### src/rtl/ins_loader.sv
// Program loader: takes a valid/ready stream of 32-bit instruction words and
// writes each one as four little-endian bytes over both BRAM ports in two cycles.
module ins_loader #(
  parameter int ADDR_W    = 12,
  parameter int BASE_ADDR = 0
) (
  input  logic              clk,
  input  logic              rst,
  input  logic              load_start,
  input  logic              s_valid,
  input  logic [31:0]       s_data,
  input  logic              s_last,
  output logic              s_ready,
  output logic              ena,
  output logic              wea,
  output logic [ADDR_W-1:0] addra,
  output logic [7:0]        dina,
  output logic              enb,
  output logic              web,
  output logic [ADDR_W-1:0] addrb,
  output logic [7:0]        dinb,
  output logic              busy,
  output logic              done,
  output logic              error,
  output logic [ADDR_W-2:0] word_count,
  output logic              cpu_hold
);

  localparam int CW        = ADDR_W - 1;
  localparam int MAX_WORDS = (2**ADDR_W - BASE_ADDR) / 4;
  localparam logic [CW-1:0]     MAX_W  = CW'(MAX_WORDS);
  localparam logic [ADDR_W-1:0] BASE_W = ADDR_W'(BASE_ADDR);

  typedef enum logic [2:0] {IDLE, LOAD, WR_LO, WR_HI, DONE, ERR} state_t;

  state_t            state_q, state_d;
  logic [ADDR_W-1:0] ptr_q, ptr_d;
  logic [15:0]       word_hi_q, word_hi_d;
  logic              last_q, last_d;
  logic [CW-1:0]     count_q, count_d;
  logic [ADDR_W-1:0] addra_q, addra_d, addrb_q, addrb_d;
  logic [7:0]        dina_q, dina_d, dinb_q, dinb_d;
  logic              wr_phase;

  // Port address/data registers are loaded one cycle ahead of each write phase
  always_comb begin
    state_d   = state_q;
    ptr_d     = ptr_q;
    word_hi_d = word_hi_q;
    last_d    = last_q;
    count_d   = count_q;
    addra_d   = addra_q;
    addrb_d   = addrb_q;
    dina_d    = dina_q;
    dinb_d    = dinb_q;
    case (state_q)
      IDLE, DONE, ERR: begin
        if (load_start) begin
          state_d = LOAD;
          count_d = '0;
          ptr_d   = BASE_W;
        end
      end
      LOAD: begin
        if (s_valid) begin
          if (count_q == MAX_W) begin
            state_d = ERR;
          end else begin
            state_d   = WR_LO;
            word_hi_d = s_data[31:16];
            last_d    = s_last;
            addra_d   = ptr_q;
            dina_d    = s_data[7:0];
            addrb_d   = ptr_q + ADDR_W'(1);
            dinb_d    = s_data[15:8];
          end
        end
      end
      WR_LO: begin
        state_d = WR_HI;
        addra_d = ptr_q + ADDR_W'(2);
        dina_d  = word_hi_q[7:0];
        addrb_d = ptr_q + ADDR_W'(3);
        dinb_d  = word_hi_q[15:8];
      end
      WR_HI: begin
        ptr_d   = ptr_q + ADDR_W'(4);
        count_d = count_q + CW'(1);
        state_d = last_q ? DONE : LOAD;
      end
      default: state_d = IDLE;
    endcase
  end

  always_ff @(posedge clk or negedge rst) begin
    if (!rst) begin
      state_q   <= IDLE;
      ptr_q     <= '0;
      word_hi_q <= '0;
      last_q    <= 1'b0;
      count_q   <= '0;
      addra_q   <= '0;
      addrb_q   <= '0;
      dina_q    <= '0;
      dinb_q    <= '0;
    end else begin
      state_q   <= state_d;
      ptr_q     <= ptr_d;
      word_hi_q <= word_hi_d;
      last_q    <= last_d;
      count_q   <= count_d;
      addra_q   <= addra_d;
      addrb_q   <= addrb_d;
      dina_q    <= dina_d;
      dinb_q    <= dinb_d;
    end
  end

  // Status and enables decode purely from the state register
  assign wr_phase   = (state_q == WR_LO) || (state_q == WR_HI);
  assign s_ready    = (state_q == LOAD);
  assign ena        = wr_phase;
  assign enb        = wr_phase;
  assign wea        = wr_phase;
  assign web        = wr_phase;
  assign addra      = addra_q;
  assign addrb      = addrb_q;
  assign dina       = dina_q;
  assign dinb       = dinb_q;
  assign busy       = (state_q == LOAD) || wr_phase;
  assign done       = (state_q == DONE);
  assign error      = (state_q == ERR);
  assign word_count = count_q;
  assign cpu_hold   = (state_q != DONE);

endmodule

### config.mk
export PLATFORM = sky130hd
export DESIGN_NAME = ins_loader
export DESIGN_NICKNAME = d
export VERILOG_FILES = /design/src/rtl/ins_loader.sv
export SDC_FILE = /design/constraint.sdc
export NUM_CORES = 1
export LEC_CHECK = 0
export ABC_AREA = 1
export CAP_MARGIN = 10
export CORE_MARGIN = 8
export CORE_UTILIZATION = 40
export DETAILED_ROUTE_END_ITERATION = 6
export HOLD_SLACK_MARGIN = 0.06
export PLACE_DENSITY = 0.73
export SYNTH_ARGS = -nofsm -noshare
export SYNTH_HDL_FRONTEND = slang
export SYNTH_SLANG_ARGS = --single-unit
### constraint.sdc
create_clock -name clk -period 2.2 [get_ports clk]
set_input_delay 0.22 -clock clk [delete_from_list [all_inputs] [get_ports clk]]
set_output_delay 0.22 -clock clk [all_outputs]
set_load 0.005 [all_outputs]
## Word level (Yosys, flattened, before mapping)

Cells that the tools add are included.

- Equality and inequality tests: 10
- Add/subtract/negate cells: 5
- Div/mod/pow operators: 0
- Shifts and indexed selects: 0
- Reduce and logical (&&, ||, !) cells: 10
- Multiplexer cells: 21
- Bitwise operators: 1
- Multiply operators: 0
- $lt $le $gt $ge: 0

Operators with widths:

| operator | number |
|---|---|
| $pmux W12 S2 | 3 |
| $mux W12 | 5 |
| $mux W8 | 4 |
| $pmux W8 S2 | 2 |
| $add A12 B2 Y12 const B | 2 |
| $pmux W11 S2 | 1 |
| $add A12 B1 Y12 const B | 1 |
| $add A12 B3 Y12 const B | 1 |
| $mux W3 | 4 |
| $pmux W3 S4 | 1 |
| $add A11 B1 Y11 const B | 1 |
| $eq A11 B11 Y1 const B | 1 |
| $mux W11 | 1 |
| $eq A3 B2 Y1 const B | 2 |
| $eq A3 B3 Y1 const B | 2 |
| $ne A2 B2 Y1 const B | 3 |
| $reduce_and A3 Y1 | 2 |
| $reduce_and A2 Y1 | 2 |
| $reduce_bool A2 Y1 | 2 |
| $eq A3 B1 Y1 const B | 1 |
| $logic_not A3 Y1 | 1 |
| $ne A3 B3 Y1 const B | 1 |
| $reduce_or A3 Y1 | 1 |
| $logic_or A1 B1 Y1 | 2 |
| $not A1 Y1 | 1 |

- Flip-flop bits (word level): 83
- Bits in writable memories: 0
- Logic and storage cells: 56
- Memories: 0
- Bits in latches: 0
- Output and inout bits: 60
- Bits of input ports: 37
- Bits in read-only memories: 0

## Logic depth before layout (Yosys ltp)

Gate-level depths: netlist of the first run.

- Word-level depth: 4
- Gate-level depth with buffers: 9
- Mapped depth without buffers: 8

## Worst setup path before layout of the first run

No wires, ideal clock.

- Path kind: register to register
- Start point: reg count_q[0], in the netlist word_count[0]
- End point: reg dina_q[2], in the netlist dina[2]
- Data required time: 2083 ps
- Buffers on the path: 2
- Period minus slack after synthesis: 1657 ps
- Stages on the path, launching flop included: 10
- Arrival time: 1540 ps
- Library setup time: 117 ps
- Setup slack: 543 ps
- Path through: dfrtp_1 inv_1 ha_1 nand2_1 nor3_1 nand3_4 buf_6 buf_4 nand4_1 nand2_1

- Cells in the longest elaborated chain, start to end: 3

RTL lines:

| element | line | source |
|---|---|---|
| start: declaration | 40 | `logic [CW-1:0] count_q, count_d;` |
| start signal: assignment | 111 | `count_q <= count_d;` |
| $eq A11 B11 Y1 | 66 | `if (count_q == MAX_W) begin` |
| $ne A2 B2 Y1 (no source line) | - |  |
| $reduce_and A3 Y1 (no source line) | - |  |
| end signal: assignment | 114 | `dina_q <= dina_d;` |
| end: declaration | 42 | `logic [7:0] dina_q, dina_d, dinb_q, dinb_d;` |

Every way passes these cells.
A chain may end at the register's enable or synchronous reset.

## Worst setup path after layout of the first run

- Start point: reg state_q[2]
- End point: out s_ready

- Cells in the longest elaborated chain, start to end: 1

RTL lines:

| element | line | source |
|---|---|---|
| start: declaration | 36 | `state_t state_q, state_d;` |
| start signal: assignment | 107 | `state_q <= state_d;` |
| $eq A3 B1 Y1 | 121 | `assign s_ready = (state_q == LOAD);` |
| end: declaration | 13 | `output logic s_ready,` |

Every way passes these cells.

==> impl_metrics.py, run 1 <==
metrics = {
    "finish": {
        "post-route-util_pct": 53.2,
        "fin_cells": 703,
        "n_fill_cell": 946,
        "syn2layout_area_growth_pct": 31.6,
        "layout.nets": 605,
        "diodes": 0,
        "drive_gt1_share_pct": 6.49,
    },
    "worst_setup_path": {
        "r2r_slack_ns": 0.30,
        "start_kind": "flip-flop",
        "path_max_fanout": 18,
        "rr_startpoint": "state_q[2]",
        "cp.arrival_ns": 1.89,
        "reg2reg_to": "addra[4]",
        "crit_required_ns": 1.98,
        "cp-end-kind": "output pin",
        "critPathKind": "reg -> out",
        "r2r_cells": 7,
    },
    "yosys": {
        "synthArstFlopShare_pct": 100,
        "synth_top_flop_cell": "dfrtp_1",
        "syn_nets": 518,
        "synth_top_area_share_pct": 50.6,
        "synthTopCellsByArea": "dfrtp_1 51%, nand2_1 17%, nand4_1 7.9%",
        "synth_warnings": 0,
        "ys_types": 28,
        "yosysSeqAreaShare_pct": 50.6,
        "netlist_instances": 478,
        "yosysMostFrequentCell": "nand2_1",
        "synth_edf_count": 0,
        "synth_seq_cells": 78,
        "syn-cell-area_um2": 3860,
        "synth_area_per_cell_um2": 8.08,
        "synth_area_leader_cell": "dfrtp_1",
        "ys_top_cells_by_count": "178 x nand2_1, 78 x dfrtp_1, 51 x inv_1",
    },
    "drt": {
        "viasPerCell": 4.93,
        "drt_drc_violations_left": 0,
        "ant_nets": 0,
        "wire_per_inst_um": 14.3,
        "wl_mm": 10.0,
        "vias": 3465,
        "drt_iter0_drc": 107,
        "drtPass1Iterations": 4,
    },
    "clocking": {
        "root_buffer": "clkbuf_8",
        "cts_tree": "built",
        "htree_levels": 3,
        "clockBufferDepth": 2,
        "cts.clk_slew.worst_paths_ns": 0.08,
        "cts_buffers": 9,
        "clock_latency_ns": 0.35,
        "clock-sinks": 78,
    },
    "placement": {
        "place_hpwl_mm": 7.48,
        "place_congestion": 0.830,
        "io_buffers": 95,
        "post-place-cells": 686,
    },
    "floorplanning": {
        "fp-row-count": 36,
        "dieArea_um2": 13100,
        "core_um2": 9550,
        "chipWidth_um": 114,
        "initial_core_util_pct": 40.4,
        "fp.dieH_um": 114,
        "ios": 97,
    },
    "sta": {
        "min_period_over_period_pct": 96.1,
        "fin_setup_tns_ns": 0,
        "slew_viol_final": 0,
        "tightest_slew_ns": 0.552,
        "hold_violations": 0,
        "holdWs_ns": 0.382,
        "period_minus_slack_ns": 2.11,
        "fmax_ghz": 0.473,
        "slew_headroom_pct": 63.2,
        "setup_viol": 0,
        "skew_ns": 0.0121,
    },
    "global_routing": {
        "overflow": 0,
        "first_global_vias": 3397,
        "grtUsageTotal_pct": 15.5,
        "grt_max_degree": 42,
        "grt_antenna_before_repair": 0,
        "grt_pass1_wl_mm": 16.4,
    },
    "min_path": {
        "hold_class": "in -> async",
    },
    "flow_run": {
        "maxCapViolCount": 0,
    },
    "power": {
        "vdd_drop_max_mv": 0.495,
        "p_leak_nw": 2.51,
        "powerDensity_nw_per_um2": 1210,
    },
    "outcome": {
        "status": "completed",
    },
}
## worst max path at each step
| stage | startpoint | end | slack, ns | depth (start not counted) |
|---|---|---|---|---|
| after detailed placement | state_q[2] | addra[4] | 0.25 | 7 |
| after global placement | state_q[2] | dinb[2] | 0.33 | 7 |
| after floorplan | word_count[0] | dina[2] | 0.54 | 9 |
| final | state_q[2] | s_ready | 0.09 | 4 |
| after global routing | state_q[2] | s_ready | -0.005 | 4 |
| after CTS | state_q[1] | busy | 0.007 | 3 |
## sequential cells by signal, summed over array words and instances (netlist names), 3 cells and up
register	cells
addrb	10
dinb	8
dina	8
ptr_q	10
word_hi_q	16
addra	11
state_q	3
word_count	11
## where the power goes
part           total (mW)  switching (mW)  internal (mW)
clock                1.12           0.525          0.591
combinational        2.76            1.57           1.18
sequential           2.30           0.394           1.91
total                6.17            2.49           3.68
## layout make-up
cell class | count | area [µm²] | share of cell area (%)
repair buffers | 102 | 1020 | 20.0
inverters | 54 | 208 | 4.09
clock inverters | 4 | 55.1 | 1.08
clock buffers | 12 | 155 | 3.05
multi-input cells | 320 | 1530 | 30.1
well taps | 133 | 166 | 3.27
flip-flops and latches | 78 | 1950 | 38.5
## critical path, cell delays in order (launching register included)
cell and delay, ns:
dfrtp_2 0.50, inv_6 0.16, nand2_4 0.10, nor2_4 0.21, clkdlybuf4s50_1 0.57
## cells by family after synthesis
group	Yosys count	synth area share, %
and+or+nand+nor	263	30.9
buffers and inverters	80	10.1
DFF	78	50.6
AOI/OAI and AO/OA	53	7.36
adders and majority gates	3	0.972
other	1	0.0971
## layout by cell type (no fill, tap or decap), types with 2 or more instances in the layout
cell,n
ha_1,3
dfrtp_1,76
nor2_1,17
nand3_1,8
nand3_4,3
clkbuf_8,11
nand2_1,178
nor2_4,2
a21oi_1,7
nand2_4,2
clkdlybuf4s50_1,94
buf_4,6
inv_1,51
inv_2,2
o22ai_1,2
nor3_1,2
clkinv_4,2
dfrtp_2,2
o21ai_0,40
nand4_1,49
## what timing repair did
item | CTS | global route
resized for setup | 0 | 3
hold buffers | 1 | 0
buffers inserted | 0 | 0
endpoints found under the hold margin | 40 | 0
endpoints found under the setup margin | 0 | 9
## through the flow
stage                     power, mW  setup slack (ns)  area [µm²]
final                          6.17            0.0859        5080
after global routing           6.67          -0.00478        5080
after CTS                      6.21           0.00704        5070
after detailed placement       5.07             0.249        4850
after global placement         4.98             0.331        4850
after floorplan                4.00             0.543        3860
## routing by layer
| metal | GRT usage (%) | vias to the layer above | share of wire [%] |
|---|---|---|---|
| li1 | - | 1717 | - |
| met4 | 7.10 | 0 | 1.4 |
| met5 | 0 | - | 0 |
| met2 | 24.0 | 106 | 45 |
| met1 | 20.3 | 1629 | 47 |
| met3 | 3.48 | 13 | 6.8 |
Note: power is estimated with default switching activity, not from simulation.
==> run 2, diff against run 1 <==
--- a/config.mk
+++ b/config.mk
@@ -9,8 +9,10 @@
 export CAP_MARGIN = 10
 export CORE_MARGIN = 8
 export CORE_UTILIZATION = 40
+export CTS_BUF_LIST = sky130_fd_sc_hd__clkbuf_4 sky130_fd_sc_hd__clkbuf_8
 export DETAILED_ROUTE_END_ITERATION = 6
 export HOLD_SLACK_MARGIN = 0.06
+export MAX_ROUTING_LAYER = met4
 export PLACE_DENSITY = 0.73
 export SYNTH_ARGS = -nofsm -noshare
 export SYNTH_HDL_FRONTEND = slang
==> impl_metrics.py, run 2 (synthesis results as in run 1) <==
metrics = {
    "floorplanning": {
        "dieArea_um2": 13100,
        "chipWidth_um": 114,
        "ios": 97,
        "fp.dieH_um": 114,
        "core_um2": 9550,
        "initial_core_util_pct": 40.4,
        "fp-row-count": 36,
    },
    "power": {
        "p_comb_share_pct": 44.5,
        "vdd_drop_max_mv": 0.491,
        "switching_share_pct": 40.2,
        "seqPwrFrac_pct": 37.2,
        "p_sw_mw": 2.49,
        "p_leak_nw": 2.51,
        "internal_power_mw": 3.69,
        "p_clk_share_pct": 18.3,
        "powerDensity_nw_per_um2": 1220,
    },
    "finish": {
        "fin_cells": 703,
        "layout_commonest_cell": "nand2_1",
        "regMostFlops": "word_hi_q",
        "final_cell_mix": "178 x nand2_1, 94 x clkdlybuf4s50_1, 76 x dfrtp_1",
        "drive_gt1_share_pct": 6.67,
        "n_fill_cell": 945,
        "diodes": 0,
        "largest_register_ffs": 16,
        "syn2layout_area_growth_pct": 31.7,
        "layout.nets": 605,
        "post-route-cell-area_um2": 5090,
    },
    "drt": {
        "wl_mm": 10.0,
        "viasPerCell": 4.93,
        "ant_nets": 0,
        "wire_per_inst_um": 14.2,
        "drt_drc_violations_left": 0,
        "drt_iter0_drc": 130,
        "drtPass1Iterations": 4,
        "vias": 3463,
    },
    "sta": {
        "holdWs_ns": 0.382,
        "timing.final.ws_setup_ns": 0.0929,
        "skew_ns": 0.0105,
        "fin_setup_tns_ns": 0,
        "hold_violations": 0,
        "tightest_slew_ns": 0.553,
        "slew_headroom_pct": 63.1,
        "slew_viol_final": 0,
        "min_period_over_period_pct": 95.8,
        "period_minus_slack_ns": 2.11,
        "setup_viol": 0,
        "fmax_ghz": 0.475,
    },
    "global_routing": {
        "busiest_layer": "met2",
        "gr-usage-met2_pct": 24.1,
        "grt_max_degree": 42,
        "grtUsageTotal_pct": 16.0,
        "grt_pass1_wl_mm": 16.4,
        "first_global_vias": 3407,
        "overflow": 0,
        "use_met1_pct": 20.8,
        "grt_antenna_before_repair": 0,
        "grt_use_met3_pct": 2.53,
    },
    "clocking": {
        "clockBufferDepth": 2,
        "htree_levels": 3,
        "cts_tree": "built",
        "cts.clk_slew.worst_paths_ns": 0.08,
        "clock_latency_ns": 0.35,
        "clock-sinks": 78,
        "root_buffer": "clkbuf_8",
        "cts_buffers": 9,
    },
    "placement": {
        "post-place-cells": 686,
        "io_buffers": 95,
        "place_congestion": 0.842,
        "placed_area_um2": 4850,
        "pre_cts_ws_ns": 0.249,
        "place_hpwl_mm": 7.48,
    },
    "worst_setup_path": {
        "critPathKind": "reg -> out",
        "cp.arrival_ns": 1.89,
        "rr_startpoint": "state_q[2]",
        "startpoint": "state_q[2]",
        "start_kind": "flip-flop",
        "path_max_fanout": 18,
        "crit_required_ns": 1.98,
        "cp-end-kind": "output pin",
    },
    "flow_run": {
        "maxCapViolCount": 0,
    },
    "min_path": {
        "hold_class": "in -> async",
    },
    "outcome": {
        "status": "completed",
    },
}
-- run 2: power by group through the flow --
stage / clock [mW] / sequential (mW) / combinational, mW
after floorplan: 0 / 2.22 / 1.78
after global placement: 0 / 2.30 / 2.67
after detailed placement: 0 / 2.32 / 2.75
after CTS: 1.16 / 2.29 / 2.77
after global routing: 1.23 / 2.37 / 3.09
final: 1.13 / 2.30 / 2.75
-- run 2: routing by layer --
layer | vias up | part of all wire [%] | wire [µm]
li1 | 1720 | - | -
met1 | 1626 | 48 | 4840
met2 | 101 | 45 | 4500
met3 | 16 | 4.9 | 491
met4 | 0 | 1.7 | 168
met5 | - | 0 | 0
-- run 2: what timing repair did --
action	in CTS	in global routing
gates resized for setup	0	3
setup buffers	0	0
endpoints found under the setup margin	0	9
hold endpoints to repair	40	0
hold buffers	1	0
-- run 2: per-stage QoR --
stage | total power [mW] | utilization, %
floorplan | 4.00 | -
global placement | 4.98 | 50.8
detailed placement | 5.07 | 50.8
CTS | 6.22 | 53.2
global route | 6.68 | 53.3
finish | 6.18 | 53.3
-- run 2: worst paths after layout --
path                                 end  slack, ns  cells past startpoint
max                              s_ready       0.09                      4
min                        word_count[7]       0.38                      2
max reg2reg                     addra[4]       0.32                      7
min reg2reg                     addrb[0]       0.47                      2
max in group asynchronous        dinb[7]       1.22                      3
min in group clk                  last_q       0.43                      3
-- run 2: final cells by class --
cell class / instances / area, µm² / share of cell area, %
Tap cell: 133 / 166 / 3.27
Inverter: 54 / 208 / 4.08
Timing Repair Buffer: 102 / 1020 / 20.0
Clock buffer: 12 / 159 / 3.12
Sequential cell: 78 / 1950 / 38.4
Multi-Input combinational cell: 320 / 1530 / 30.0
Clock inverter: 4 / 55.1 / 1.08
-- run 2: critical path, cell delays in order (launching register included) --
cell	delay, ns
dfrtp_2	0.50
inv_6	0.16
nand2_4	0.10
nor2_4	0.21
clkdlybuf4s50_1	0.57
